[src/rtl/uart_rx_8n1.sv]
// 8N1 UART receiver, oversampled on en ticks, byte out with a done strobe.
// Optional even-parity bit and parity_err output: define UART_RX_PARITY_EN.
module uart_rx_8n1 #(
    parameter int OVERSAMPLE = 16,
    parameter int CNT_W      = 4
) (
    input  logic       clk,
    input  logic       rst,
    input  logic       en,
    input  logic       in,
    output logic [7:0] out,
    output logic       done,
    output logic       busy,
    output logic       frame_err
`ifdef UART_RX_PARITY_EN
    ,
    output logic       parity_err
`endif
);

    typedef enum logic [2:0] {
        IDLE,
        START,
        DATA,
        PARITY,
        STOP
    } state_t;

    localparam logic [CNT_W-1:0] MID  = CNT_W'(OVERSAMPLE / 2 - 1);
    localparam logic [CNT_W-1:0] LAST = CNT_W'(OVERSAMPLE - 1);

    state_t           state;
    logic             s1;
    logic             s2;
    logic             armed;
    logic [CNT_W-1:0] tick;
    logic [2:0]       bitn;
    logic [7:0]       shift;
`ifdef UART_RX_PARITY_EN
    logic             par;
`endif

    // Two-flop synchroniser for the asynchronous line, idles high
    always_ff @(posedge clk) begin
        if (rst) begin
            s1 <= 1'b1;
            s2 <= 1'b1;
        end else begin
            s1 <= in;
            s2 <= s1;
        end
    end

    // Frame state machine; strobes self-clear every clk, timing moves on en
    always_ff @(posedge clk) begin
        if (rst) begin
            state     <= IDLE;
            armed     <= 1'b0;
            tick      <= '0;
            bitn      <= '0;
            shift     <= '0;
            out       <= '0;
            done      <= 1'b0;
            busy      <= 1'b0;
            frame_err <= 1'b0;
`ifdef UART_RX_PARITY_EN
            par        <= 1'b0;
            parity_err <= 1'b0;
`endif
        end else begin
            done      <= 1'b0;
            frame_err <= 1'b0;
`ifdef UART_RX_PARITY_EN
            parity_err <= 1'b0;
`endif
            if (en) begin
                unique case (state)
                    IDLE: begin
                        if (!armed) begin
                            if (s2) armed <= 1'b1;
                        end else if (!s2) begin
                            state <= START;
                            tick  <= '0;
                            busy  <= 1'b1;
                        end
                    end
                    START: begin
                        if (tick == MID) begin
                            tick <= '0;
                            if (!s2) begin
                                state <= DATA;
                                bitn  <= '0;
                            end else begin
                                state <= IDLE;
                                busy  <= 1'b0;
                            end
                        end else begin
                            tick <= tick + CNT_W'(1);
                        end
                    end
                    DATA: begin
                        if (tick == LAST) begin
                            tick  <= '0;
                            shift <= {s2, shift[7:1]};
                            bitn  <= bitn + 3'd1;
                            if (bitn == 3'd7) begin
`ifdef UART_RX_PARITY_EN
                                state <= PARITY;
`else
                                state <= STOP;
`endif
                            end
                        end else begin
                            tick <= tick + CNT_W'(1);
                        end
                    end
`ifdef UART_RX_PARITY_EN
                    PARITY: begin
                        if (tick == LAST) begin
                            tick  <= '0;
                            par   <= s2;
                            state <= STOP;
                        end else begin
                            tick <= tick + CNT_W'(1);
                        end
                    end
`endif
                    STOP: begin
                        if (tick == LAST) begin
                            tick  <= '0;
                            state <= IDLE;
                            busy  <= 1'b0;
                            if (s2) begin
                                out  <= shift;
                                done <= 1'b1;
`ifdef UART_RX_PARITY_EN
                                parity_err <= ^{shift, par};
`endif
                            end else begin
                                frame_err <= 1'b1;
                                armed     <= 1'b0;
                            end
                        end else begin
                            tick <= tick + CNT_W'(1);
                        end
                    end
                    default: begin
                        state <= IDLE;
                        busy  <= 1'b0;
                    end
                endcase
            end
        end
    end

endmodule
[config.mk]
export PLATFORM = sky130hd
export DESIGN_NAME = uart_rx_8n1
export DESIGN_NICKNAME = d
export VERILOG_FILES = /design/src/rtl/uart_rx_8n1.sv
export SDC_FILE = /design/constraint.sdc
export NUM_CORES = 1
export LEC_CHECK = 0
export BUFFER_PORTS_ARGS = -buffer_cell sky130_fd_sc_hd__buf_2
export CORE_UTILIZATION = 40
export DETAILED_ROUTE_END_ITERATION = 8
export PLACE_DENSITY = 0.56
export SLEW_MARGIN = 40
export SYNTH_ARGS = -nofsm -noshare
export SYNTH_HDL_FRONTEND = slang
export SYNTH_SLANG_ARGS = --single-unit
[constraint.sdc]
create_clock -name clk -period 4.8 [get_ports clk]
set_input_delay 0.48 -clock clk [delete_from_list [all_inputs] [get_ports clk]]
set_output_delay 0.48 -clock clk [all_outputs]
set_load 0.005 [all_outputs]
==> metrics.md <==
| Metric | Value |
|---|---|
| Status | `complete, no violations` |
| Ports | `15` |
| Clock skew | `3.07 ps` |
| Synth top area cells | `dfxtp_1 (42%), mux2i_1 (13%), nor2_1 (6.7%), ha_1 (2.5%), buf_6 (2.2%)` |
| First-iteration detailed-routing DRC count | `35` |
| Total clock buffers created by CTS | `5` |
| Post-Layout Cell Count | `217` |
| Final number of setup-violating endpoints | `0` |
| Instance count along the most critical hold path | `2` |
| Total placed instance area | `1570 sq um` |
| Total global routing track utilization | `16.2%` |
| Final critical delay including setup and external delays | `2030 ps` |
| Wire length of the first global-routing pass | `5030 um` |
| CTS tree | `done` |
| Weighted congestion at the end of routability-driven global placement | `0.758` |
| Cell accounting for the most synthesized area | `dfxtp_1` |
| CP startpoint kind | `flip-flop` |
| Root Driver | `clkbuf_8` |
| Sequential area share after synthesis | `42.3%` |
| Setup repair after global routing missed its margin | `no` |
| Number of hold buffers added after CTS | `0` |
| Effective utilization at floorplan | `43.7%` |
| Logic pwr share | `3.2%` |
| Std-Cell Core Area | `3470 sq um` |
| Library cells used by synthesis | `48` |
| Total Die Area | `4040 sq um` |
| Overall die width | `63.5 um` |
| Layout net count | `177` |
| Number of global-route vias before repair | `1092` |
| Kind of path behind the tightest hold check | `input port to flip-flop` |
| Count of flip-flops with a built-in enable after synthesis | `0` |
| Sum Neg Setup Slack | `0 ps` |
| Pin count of the biggest net entering global routing | `33` |
| Crit path capture type | `flip-flop` |
| Worst r2r dst | `shift[5]` |
| Clk pin slew, worst setup/hold paths | `70 ps` |
| Wirelength per Cell | `13.1 um` |
| Reg2Reg Depth | `4` |
| Max Root-Sink Buffers | `2` |
| Synth Flop Type | `dfxtp_1` |
| Post-synthesis register bit count | `32` |
| Final hold viol count | `0` |
| Reg-to-reg slack, setup | `2770 ps` |
| Dominant cell by count in the synthesized netlist | `dfxtp_1` |
| Critical path class | `flip-flop to flip-flop` |
| Max-slew violation count | `0` |
| Slew at the pin with the worst max-slew slack | `560 ps` |
| Power spent charging and discharging nets | `0.113 mW` |
| Async set or reset register ratio after synthesis | `0%` |
| Synth-to-Final Area Change | `12.1%` |
| HPWL Detailed | `1900 um` |
| Worst IR Drop VDD | `204 uV` |
| Destination of the worst hold path | `s1` |
| Via-per-instance ratio | `5.42` |
| Count of antenna diodes in the layout | `0` |
| P per Cell Area | `336 nW/um^2` |
| Max Clock Freq | `0.493 GHz` |
| Total wirelength of the detailed-routed design | `2850 um` |
| Number of detailed-route iterations in the first pass | `4` |
| Clock Latency Late Sink | `280 ps` |
| Via count | `1176` |
| Ranking of synthesized cells by instance count | `dfxtp_1 (32), nor2_1 (27), mux2i_1 (20), nand2_1 (7), inv_1 (6)` |
| Pre-CTS worst setup slack | `2520 ps` |
| Yosys top cell area share | `42.3%` |
| Die Ht | `63.5 um` |
| Min-delay src | `in` |
| Count of H-tree levels built during CTS | `2` |
| Endpoint required time on the critical path | `4950 ps` |
| Leakage Power | `0.694 nW` |
| Remaining routing DRC violations | `0` |
| Layout Cell Area excl Fill | `1700 sq um` |
| Syn. warnings | `0` |
| Worst slew slack as a fraction of its limit | `62.6%` |
| Remaining Overflow, GRT | `0` |
| Worst setup slack after layout | `2770 ps` |
| Post-route antenna net violation count | `0` |
| Sw Ratio | `19.8%` |
| Number of buffers inserted by post-CTS setup repair | `0` |
| Post-synthesis area per instance | `9.53 sq um` |
| Syn Inst Count | `159` |
| Number of rows in the core area | `21` |
| Peak fanout along the critical path | `14` |
| Max-cap violations | `0` |
| Synthesized area | `1520 sq um` |
| Clk pwr share | `49.4%` |
| Port Buffer Count | `14` |
| Post-synthesis net count | `166` |
| Internal Dissipation | `0.458 mW` |
| Number of antenna violations at the first check in global routing | `0` |
| Placed instance count | `209` |
| CP Data Arrival Time | `2180 ps` |
| Clock sink count | `32` |
| CTS-repair resized insts | `0` |
| Fraction of layout cells with a size suffix above 1 | `18.1%` |
| Startpoint of the most critical register-to-register path | `state[1]` |
| Sequential power share | `47.4%` |
| Share of the cycle needed by the critical path after routing | `42.3%` |
| Final Core Density | `49.0%` |
==> layer usage <==
layer / track usage, % / vias to the layer above / wire length (um) / part of all wire [%]
met2: 23.4 / 30 / 1240 / 43
li1: - / 587 / - / -
met3: 3.99 / 5 / 141 / 5.0
met5: 0 / - / 0 / 0
met4: 8.52 / 0 / 51 / 1.8
met1: 21.9 / 554 / 1420 / 50
==> flip-flops by register name, summed over array words and instances (netlist names) <==
signal	flops
armed	1
bitn	3
busy	1
done	1
frame_err	1
out	8
s1	1
s2	1
shift	8
state	3
tick	4
==> stage by stage <==
stage	power, mW	hold slack [ps]
finish	0.572	373
global route	0.595	371
CTS	0.577	368
detailed placement	0.295	393
global placement	0.295	402
floorplan	0.291	389
==> how the worst max path moves through the flow <==
stage                  start        to  slack (ps)  cells after the start
CTS                 state[1]  shift[5]        2530                      4
global placement    state[1]  shift[5]        2630                      4
detailed placement  state[1]  shift[0]        2520                      4
floorplan            tick[0]      busy        3190                      5
global route        state[1]  shift[5]        2630                      4
finish              state[1]  shift[5]        2770                      4
==> kinds of logic (layout without fill, tap and decap cells) <==
logic type / Yosys count / after routing / synth area share (%)
flops: 32 / 32 / 42.3
fa+ha+maj: 3 / 3 / 2.48
compound gates: 24 / 24 / 12.6
xor+xnor: 1 / 1 / 0.578
simple gates: 62 / 62 / 21.8
mux: 21 / 21 / 14.0
buf+inv: 16 / 28 / 6.28
==> critical path: stages, from the launching register on <==
cell and delay (ps):
dfxtp_1 590, or3b_1 510, nor2b_2 470, mux2i_1 270, nor2_1 50
==> power by group through the flow <==
stage	combinational [mW]	sequential [mW]	clock, mW
2_1_floorplan	0.0163	0.275	0
3_3_place_gp	0.0184	0.277	0
3_5_place_dp	0.0184	0.277	0
4_1_cts	0.0184	0.271	0.288
5_1_grt	0.0204	0.271	0.303
6_report	0.0184	0.271	0.282
==> cell type report <==
| cell class | count | area [sq um] |
|---|---|---|
| flip-flops and latches | 32 | 641 |
| inverters | 6 | 22.5 |
| fillers | 345 | 1770 |
| multi-input cells | 111 | 782 |
| well taps | 46 | 57.6 |
| repair buffers | 14 | 70.1 |
| clock buffers | 7 | 96.3 |
| clock inverters | 1 | 30.0 |
==> cell usage in the layout (no fill, tap or decap), types with 2 or more instances in the layout <==
| master | n |
|---|---|
| nand3_1 | 5 |
| nand4_1 | 2 |
| or2_2 | 2 |
| ha_1 | 3 |
| dfxtp_1 | 32 |
| nand2_1 | 7 |
| nand4b_1 | 2 |
| clkbuf_8 | 7 |
| nor3_1 | 2 |
| buf_2 | 14 |
| inv_1 | 6 |
| o21a_1 | 2 |
| mux2i_1 | 20 |
| nor2_1 | 27 |
| a211oi_1 | 2 |
| nand3b_1 | 2 |
| o21ai_1 | 3 |
| a21oi_1 | 3 |
| a31oi_1 | 2 |
Power figures use the tool's default switching activity.
